### config.mk
export PLATFORM = sky130hd
export DESIGN_NAME = tlb_op_ctrl
export DESIGN_NICKNAME = d
export VERILOG_FILES = /design/src/rtl/tlb_op_ctrl.sv
export SDC_FILE = /design/constraint.sdc
export NUM_CORES = 1
export LEC_CHECK = 0
export CORE_ASPECT_RATIO = 1.5
export CORE_MARGIN = 2
export CORE_UTILIZATION = 39
export CTS_CLUSTER_DIAMETER = 150
export CTS_CLUSTER_SIZE = 24
export DETAILED_ROUTE_END_ITERATION = 16
export MAX_ROUTING_LAYER = met4
export PLACE_DENSITY = 0.77
export SLEW_MARGIN = 40
export SYNTH_ARGS = -nofsm -noshare
export SYNTH_HDL_FRONTEND = slang
export SYNTH_SLANG_ARGS = --single-unit
### constraint.sdc
create_clock -name clk -period 1.86 [get_ports clk]
set_input_delay 0.372 -clock clk [delete_from_list [all_inputs] [get_ports clk]]
set_output_delay 0.372 -clock clk [all_outputs]
set_load 0.1 [all_outputs]
### src/rtl/tlb_op_ctrl.sv
// ============================================================================
// Module   : tlb_op_ctrl
// Brief    : Sequences TLBP/TLBR/TLBWI: issues the probe, strobes the TLB at
//            WB commit and forces a refetch after TLBR/TLBWI.
// Revision : 1.0 - initial release
// ============================================================================
`default_nettype none

module tlb_op_ctrl #(
    parameter int TLBNUM = 16,
    parameter int IDXW   = 4
) (
    input  logic            clk,
    input  logic            reset,
    input  logic            es_valid,
    input  logic [1:0]      es_tlb_op,
    input  logic [31:0]     es_pc,
    input  logic            es_fire,
    output logic            es_tlb_stall,
    input  logic            ms_mtc0_entryhi,
    input  logic            ws_mtc0_entryhi,
    input  logic [31:0]     cp0_entryhi,
    output logic [18:0]     s1_vpn2,
    output logic [7:0]      s1_asid,
    input  logic            s1_found,
    input  logic [IDXW-1:0] s1_index,
    output logic            tlbp_we,
    output logic            tlbp_found,
    output logic [IDXW-1:0] tlbp_index,
    input  logic            ws_tlb_commit,
    input  logic            ws_cancel,
    output logic            tlb_we,
    output logic            tlbr_we,
    output logic            refetch,
    output logic [31:0]     refetch_pc
);

    localparam logic [1:0] c_OP_NONE  = 2'd0;
    localparam logic [1:0] c_OP_TLBP  = 2'd1;
    localparam logic [1:0] c_OP_TLBR  = 2'd2;
    localparam logic [1:0] c_OP_TLBWI = 2'd3;

    typedef enum logic [1:0] {
        S_IDLE     = 2'd0,
        S_INFLIGHT = 2'd1,
        S_REFETCH  = 2'd2
    } state_t;

    generate
        if (TLBNUM != (1 << IDXW)) begin : g_param_check
            $error("tlb_op_ctrl: TLBNUM must equal 2**IDXW");
        end
    endgenerate

    state_t      r_state;
    state_t      w_state_nxt;
    logic [1:0]  r_op;
    logic [31:0] r_pc;
    logic        w_accept;
    logic        w_commit;
    logic        w_unused;

    assign s1_vpn2  = cp0_entryhi[31:13];
    assign s1_asid  = cp0_entryhi[7:0];
    assign w_unused = ^cp0_entryhi[12:8];

    // The probe must see the EntryHi value written by any older MTC0 still in MEM/WB.
    always_comb begin
        es_tlb_stall = 1'b0;
        if (r_state == S_IDLE) begin
            es_tlb_stall = es_valid & (es_tlb_op == c_OP_TLBP)
                         & (ms_mtc0_entryhi | ws_mtc0_entryhi);
        end else begin
            es_tlb_stall = es_valid & (es_tlb_op != c_OP_NONE);
        end
    end

    assign w_accept = (r_state == S_IDLE) & es_fire & (es_tlb_op != c_OP_NONE) & ~es_tlb_stall;
    assign w_commit = (r_state == S_INFLIGHT) & ws_tlb_commit & ~ws_cancel;

    always_comb begin
        w_state_nxt = r_state;
        tlbp_we     = 1'b0;
        tlb_we      = 1'b0;
        tlbr_we     = 1'b0;
        refetch     = 1'b0;
        case (r_state)
            S_IDLE: begin
                if (w_accept) begin
                    w_state_nxt = S_INFLIGHT;
                end
            end
            S_INFLIGHT: begin
                if (ws_cancel) begin
                    w_state_nxt = S_IDLE;
                end else if (ws_tlb_commit) begin
                    case (r_op)
                        c_OP_TLBP: begin
                            tlbp_we     = 1'b1;
                            w_state_nxt = S_IDLE;
                        end
                        c_OP_TLBR: begin
                            tlbr_we     = 1'b1;
                            w_state_nxt = S_REFETCH;
                        end
                        c_OP_TLBWI: begin
                            tlb_we      = 1'b1;
                            w_state_nxt = S_REFETCH;
                        end
                        default: w_state_nxt = S_IDLE;
                    endcase
                end
            end
            S_REFETCH: begin
                refetch     = ~ws_cancel;
                w_state_nxt = S_IDLE;
            end
            default: w_state_nxt = S_IDLE;
        endcase
        // Reset is synchronous, but strobes must not escape in the reset cycle.
        if (reset) begin
            tlbp_we = 1'b0;
            tlb_we  = 1'b0;
            tlbr_we = 1'b0;
            refetch = 1'b0;
        end
    end

    always_ff @(posedge clk) begin
        if (reset) begin
            r_state    <= S_IDLE;
            r_op       <= c_OP_NONE;
            r_pc       <= 32'd0;
            tlbp_found <= 1'b0;
            tlbp_index <= '0;
            refetch_pc <= 32'd0;
        end else begin
            r_state <= w_state_nxt;
            if (w_accept) begin
                r_op <= es_tlb_op;
                r_pc <= es_pc;
                if (es_tlb_op == c_OP_TLBP) begin
                    tlbp_found <= s1_found;
                    tlbp_index <= s1_index;
                end
            end
            if (w_commit && (r_op != c_OP_TLBP)) begin
                refetch_pc <= r_pc + 32'd4;
            end
        end
    end

endmodule

`default_nettype wire
==> summary.txt, run 1 <==
GRT
  • Antenna violations before repair: 0
  • Largest net degree at the start of global routing: 40
  • Global-route wire length before repair: 15.53 mm
  • Total GRT Usage: 20.86%
  • Vias in the first global route: 3330
  • GRT overflow: 0

Floorplan
  • Ports: 148
  • Die height: 120.2 um
  • Die Area: 9790 sq um
  • Starting Density: 39.99%
  • Rows: 42
  • Die Width: 81.46 um
  • Core ar.: 8776 sq um

STA
  • Final setup viols: 4
  • Max Freq: 495.5 MHz
  • Worst setup margin: -158.3 ps
  • Slew @ Worst Pin: 420.2 ps
  • Final Hold Fails: 0
  • Slew HR: 71.98%
  • Final min period: 2018 ps
  • Tcrit/Tclk final: 108.5%
  • Slew Limit Fails: 0
  • Setup Skew: 5.289 ps
  • Unrepaired setup endpoints after global routing: true

Clock network
  • Clock buffer count from CTS: 9
  • Clock Tree Buf Depth: 2
  • Root Driver: clkbuf_16
  • CTS tree: yes
  • CTS H-tree lvls: 3
  • Clk slew on worst S/H paths: 50 ps
  • Worst-Skew Late Latency: 330 ps
  • # clock sinks: 73
  • Hold-fix buffers, CTS: 0

Worst setup path
  • R2R Path Start: r_pc[10]$_SDFFE_PP0P_
  • Worst path cell trace: nor4bb_4, nor2b_2, and2_4, nor2b_4, buf_12
  • Critical path's slowest cell: dfxtp_4
  • Worst Path Class, Setup: reg -> out
  • Kind of cell adding the most delay to the critical path: simple AND/OR/NAND/NOR gates
  • CP Launch Type: register
  • Critical path depth: 5
  • Worst path bufs/invs: 1
  • R2R depth: 5
  • WP data arrival: 1650 ps
  • Worst R2R End: refetch_pc[21]$_SDFFE_PP0P_
  • CP endpoint kind: output pin
  • Crit-path max cell delay: 350 ps
  • Worst R2R Setup Slack: -130 ps
  • Crit path required time: 1490 ps
  • Max FO, Critical Path: 2

Hold path
  • HP Start: reset
  • Hold Path Sink: tlbp_index[1]$_SDFFE_PP0P_
  • Hold Crit Class: in -> reg
  • Hold-critical path depth: 2

Placement
  • Post-DP Area: 5106 sq um
  • RePlAce Congestion: 0.8229
  • Cells after DPL: 620
  • Post-DP HPWL: 7.118 mm
  • # port buffers: 88
  • Place WS: -352.5 ps

Yosys
  • Synth top area cells: dfxtp_1 42%, nand3_1 6.4%, a21oi_1 6.0%, buf_4 6.0%, o21ai_0 5.3%
  • Mapped cell area: 3510 sq um
  • Main synth FF type: dfxtp_1
  • Number of flops mapped to enable cells by yosys: 0
  • Synth cell count leaders: 73 x dfxtp_1, 45 x nand3_1, 42 x a21oi_1
  • Ys Warns: 0
  • Mapped Cells: 427
  • Fraction of registers with async set/reset: 0%
  • Number of synthesized register bits: 73
  • Sequential share of the synthesized area: 41.64%
  • Post-synth top area share: 41.64%
  • Top-count cell post-synth: dfxtp_1
  • Syn avg cell area: 8.219 sq um
  • Yosys top cell by area: dfxtp_1
  • Yosys cell types: 40
  • Mapped Nets: 507

Layout
  • Layout cells sized above 1: 29.51%
  • Final core occ: 63.56%
  • Diode count: 0
  • Filler Cell Count: 691
  • Layout Cells excl Fill: 642
  • Nets@finish: 607
  • Multi-input gate area: 1857 sq um
  • Register area: 1481 sq um
  • Final non-filler cell area: 5578 sq um
  • Area growth syn-to-layout: 58.93%

Power
  • Total Power: 4268 uW
  • Power Density: 765.1 nW/um^2
  • Leakage: 0.002017 uW
  • VDD IR max: 0.0006095 V

Drt
  • Detailed Route Iter0 Violations: 261
  • Antenna-violating nets left: 0
  • Final wirelength: 9.791 mm
  • Vias/cell: 5.522
  • WL per Instance: 15.25 um
  • # DRC: 0
  • DRT Pass-1 Iters: 4
  • Vias: 3545

Run
  • Max cap viols: 0

Status
  • Run status: finished with violations
  • Failing checks: setup timing
==> power breakdown <==
group | internal, uW | leakage, uW | total [uW] | switching, uW
sequential | 1630 | 0.000600 | 1700 | 63.4
combinational | 309 | 0.00126 | 703 | 393
clock | 1240 | 0.000162 | 1870 | 629
==> cell usage in the layout, fill, tap and decap left out, drive strengths merged, types with 3 or more instances in the layout <==
master / instances
buf: 101
or3: 3
dfxtp: 73
mux2i: 5
nor3: 3
o31ai: 9
nand2: 18
xor2: 7
clkbuf: 12
o21ai: 37
nand3: 45
and2: 4
inv: 4
a311oi: 10
or4: 12
and4: 5
and3: 3
nor4: 7
a21oi: 42
clkdlybuf4s50: 43
nor2: 37
xnor2: 5
nand4: 7
a211oi: 17
==> what timing repair did <==
| action | CTS | global route |
|---|---|---|
| pin swaps | 12 | 17 |
| gates cloned | 1 | 0 |
| buffers inserted | 3 | 2 |
| resized for setup | 13 | 19 |
| setup endpoints to repair | 13 | 12 |
==> cell type report <==
cell class / count / area share, %
multi-input combinational: 292 / 33.29
timing repair buffer: 147 / 31.49
sequential: 73 / 26.56
clock buffer: 11 / 4.531
tap: 110 / 2.467
clock inverter: 5 / 1.391
inverter: 4 / 0.2692
==> routing by layer <==
metal / vias to the layer above / share of wire, % / GRT usage, % / wire, um
met5: - / 0 / - / 0
met4: 0 / 2.2 / 7.839 / 219
li1: 1749 / - / - / -
met2: 99 / 54 / 35.66 / 5255
met1: 1670 / 40 / 23.46 / 3890
met3: 27 / 4.4 / 4.403 / 426
==> through the flow <==
stage	hold WS [ps]	TNS, ps
3_3_place_gp	437.5	-6333
6_report	366.7	-449.2
2_1_floorplan	428.5	-282.5
3_5_place_dp	440.8	-7751
4_1_cts	367.9	-346.6
5_1_grt	368.7	-620.1
==> kinds of logic (layout without fill, tap and decap cells) <==
| kind of cell | after synthesis | after routing | synth area share, % |
|---|---|---|---|
| buffers and inverters | 62 | 167 | 9.768 |
| AND/OR/NAND/NOR | 153 | 153 | 23.14 |
| multiplexers | 5 | 5 | 1.426 |
| adder cells (fa/ha/maj) | 1 | 1 | 0.3564 |
| AO/OA/AOI/OAI | 121 | 121 | 20.68 |
| flip-flops | 73 | 73 | 41.64 |
| XOR/XNOR | 12 | 12 | 2.995 |
==> state kept, by name, indices dropped and copies added, names as in the netlist <==
| signal | cells |
|---|---|
| r_op | 2 |
| r_pc | 32 |
| r_state | 2 |
| refetch_pc | 32 |
| tlbp_found | 1 |
| tlbp_index | 4 |
==> how the worst max path moves through the flow <==
stage	from	to
finish	r_state[1]$_SDFFE_PP0P_	tlbr_we
global route	r_state[1]$_SDFFE_PP0P_	tlbr_we
CTS	r_state[1]$_SDFFE_PP0P_	tlbr_we
detailed placement	ws_tlb_commit	tlbr_we
global placement	ws_tlb_commit	tlbr_we
floorplan	reset	refetch
==> worst reg2reg max path, cell delays in order, from the launching register on <==
cell	delay [ps]
dfxtp_2	350
nand4_4	140
or3_4	420
buf_6	150
or4_4	510
a311oi_1	310
No activity file was read; power rests on OpenSTA's default activity.
==> run 2: changes to the inputs <==
--- a/config.mk
+++ b/config.mk
@@ -13,6 +13,7 @@
 export DETAILED_ROUTE_END_ITERATION = 16
 export MAX_ROUTING_LAYER = met4
 export PLACE_DENSITY = 0.77
+export RECOVER_POWER = 50
 export SLEW_MARGIN = 40
 export SYNTH_ARGS = -nofsm -noshare
 export SYNTH_HDL_FRONTEND = slang
==> run 2 against run 1 <==
The run still ends with setup timing left. Critical path depth unchanged. Maximum frequency about the same. Core utilization decreased by 5.9 points. Wire length increased by 0.61%. Global-route usage unchanged. Clock skew about the same. Sequential cell count unchanged. Cell count unchanged. Via count decreased by 0.11%. Clock power about the same. Critical endpoint unchanged.
==> summary.txt, run 2 (same netlist as run 1, synthesis figures left out) <==
Status
  • Run status: finished with violations
  • Failing checks: setup timing

STA
  • Tcrit/Tclk final: 108.5%
  • Max Freq: 495.4 MHz
  • Worst setup margin: -158.4 ps
  • Post-route setup TNS: -440.3 ps
  • WHS: 361.4 ps
  • Unrepaired setup endpoints after global routing: true
  • Setup Skew: 5.411 ps
  • Final setup viols: 4
  • Slew @ Worst Pin: 646.5 ps
  • Final Hold Fails: 0
  • Slew Limit Fails: 0
  • Final min period: 2018 ps
  • Slew HR: 56.81%

Layout
  • Diode count: 0
  • Nets@finish: 607
  • Final non-filler cell area: 5061 sq um
  • Area growth syn-to-layout: 44.21%
  • Filler Cell Count: 754
  • Final core occ: 57.67%
  • Layout cells sized above 1: 29.32%
  • Commonest non-fill, non-tap cells in the layout: 61 x dfxtp_1, 51 x buf_4, 45 x nand3_1
  • Layout Cells excl Fill: 642
  • Regs by FF count: r_pc (32), refetch_pc (32), tlbp_index (4)
  • Commonest non-fill, non-tap cell in the layout: dfxtp_1

Drt
  • Detailed Route Iter0 Violations: 282
  • Vias/cell: 5.516
  • Antenna-violating nets left: 0
  • Met2 Routed Length: 5.192 mm
  • # DRC: 0
  • Vias: 3541
  • Final wirelength: 9.851 mm
  • Top layer in use: met4
  • WL per Instance: 15.34 um
  • DR WL met3: 509 um
  • M1 WL: 3.904 mm
  • DRT Pass-1 Iters: 4

Floorplan
  • Ports: 148
  • Die height: 120.2 um
  • Core ar.: 8776 sq um
  • Die Area: 9790 sq um
  • Rows: 42
  • Die Width: 81.46 um
  • Starting Density: 39.99%

Clock network
  • Root Driver: clkbuf_16
  • Worst-Skew Late Latency: 340 ps
  • Hold-fix buffers, CTS: 0
  • CTS H-tree lvls: 3
  • CTS tree: yes
  • Clk slew on worst S/H paths: 50 ps
  • Clock Tree Buf Depth: 2
  • # clock sinks: 73
  • Clock buffer count from CTS: 9

GRT
  • GRT overflow: 0
  • Global-route wire length before repair: 15.53 mm
  • Largest net degree at the start of global routing: 40
  • Antenna violations before repair: 0
  • Total GRT Usage: 20.86%
  • Vias in the first global route: 3330

Placement
  • # port buffers: 88
  • Post-DP Area: 5106 sq um
  • RePlAce Congestion: 0.8229
  • Post-DP HPWL: 7.118 mm
  • Cells after DPL: 620

Power
  • Combinational Power Share: 15.3%
  • Power Density: 830.4 nW/um^2
  • Clock power frac: 44.6%
  • Flop pwr share: 40.1%
  • Leakage: 0.001891 uW
  • Power Internal: 3121 uW
  • Psw: 1082 uW
  • VDD IR max: 0.0006165 V
  • Switch share: 25.74%

Worst setup path
  • CP endpoint kind: output pin
  • WP data arrival: 1650 ps
  • Crit-path max cell delay: 350 ps
  • Crit path required time: 1490 ps
  • Kind of cell adding the most delay to the critical path: simple AND/OR/NAND/NOR gates
  • Worst path cell trace: nor4bb_4, nor2b_2, and2_4, nor2b_4, buf_12
  • Max FO, Critical Path: 2
  • Critical path's slowest cell: dfxtp_4
  • Worst Path Class, Setup: reg -> out
  • CP Launch Type: register
  • Worst path bufs/invs: 1

Run
  • Max cap viols: 0

Hold path
  • Hold Crit Class: in -> reg
## run 2: cell types whose count changed in the layout (fill, tap and decap cells not counted)
| cell | previous run | this run |
|---|---|---|
| clkbuf_2 | 0 | 37 |
| buf_4 | 55 | 51 |
| nor3b_4 | 2 | 1 |
| nor3b_1 | 0 | 1 |
| buf_12 | 43 | 10 |
## run 2: final timing paths
check                           from                     endpoint  slack, ps  depth (start not counted)
max          r_state[1]$_SDFFE_PP0P_                      tlbr_we       -160                          5
min reg2reg     r_pc[1]$_SDFFE_PP0P_   refetch_pc[1]$_SDFFE_PP0P_        460                          2
max reg2reg    r_pc[10]$_SDFFE_PP0P_  refetch_pc[21]$_SDFFE_PP0P_       -120                          5
min                            reset   tlbp_index[1]$_SDFFE_PP0P_        360                          2
## run 2: routing by layer
layer | track usage (%) | vias to the layer above
met5 | - | -
met4 | 7.839 | 0
met3 | 4.403 | 30
met2 | 35.66 | 105
met1 | 23.46 | 1655
li1 | - | 1751
## run 2: power by group through the flow
stage | Sequential (uW) | Clock [uW] | Combinational, uW
global route | 1690 | 1980 | 687
finish | 1680 | 1880 | 642
global placement | 1720 | 0 | 684
detailed placement | 1730 | 0 | 696
floorplan | 1870 | 0 | 488
CTS | 1690 | 1900 | 699
## run 2: stage by stage
stage / total power (uW) / setup slack (ps)
6_report: 4203 / -158.4
5_1_grt: 4364 / -213.9
4_1_cts: 4286 / -169.7
3_5_place_dp: 2422 / -352.5
3_3_place_gp: 2406 / -310.8
2_1_floorplan: 2356 / -145.3
## run 2: cell type report
class                      count  area [sq um]  area share [%]
sequential                    73          1481           29.27
timing repair buffer         147          1251           24.72
clock buffer                  11         252.7           4.994
clock inverter                 5         77.57           1.533
multi-input combinational    292          1846           36.46
inverter                       4         15.01          0.2967
tap                          110         137.6           2.719
## run 2: timing repair
item,4_1_cts,5_1_grt
setup endpoints to repair,13,12
setup buffers,3,2
gates cloned,1,0
gates resized for setup,13,19
pin swaps,12,17
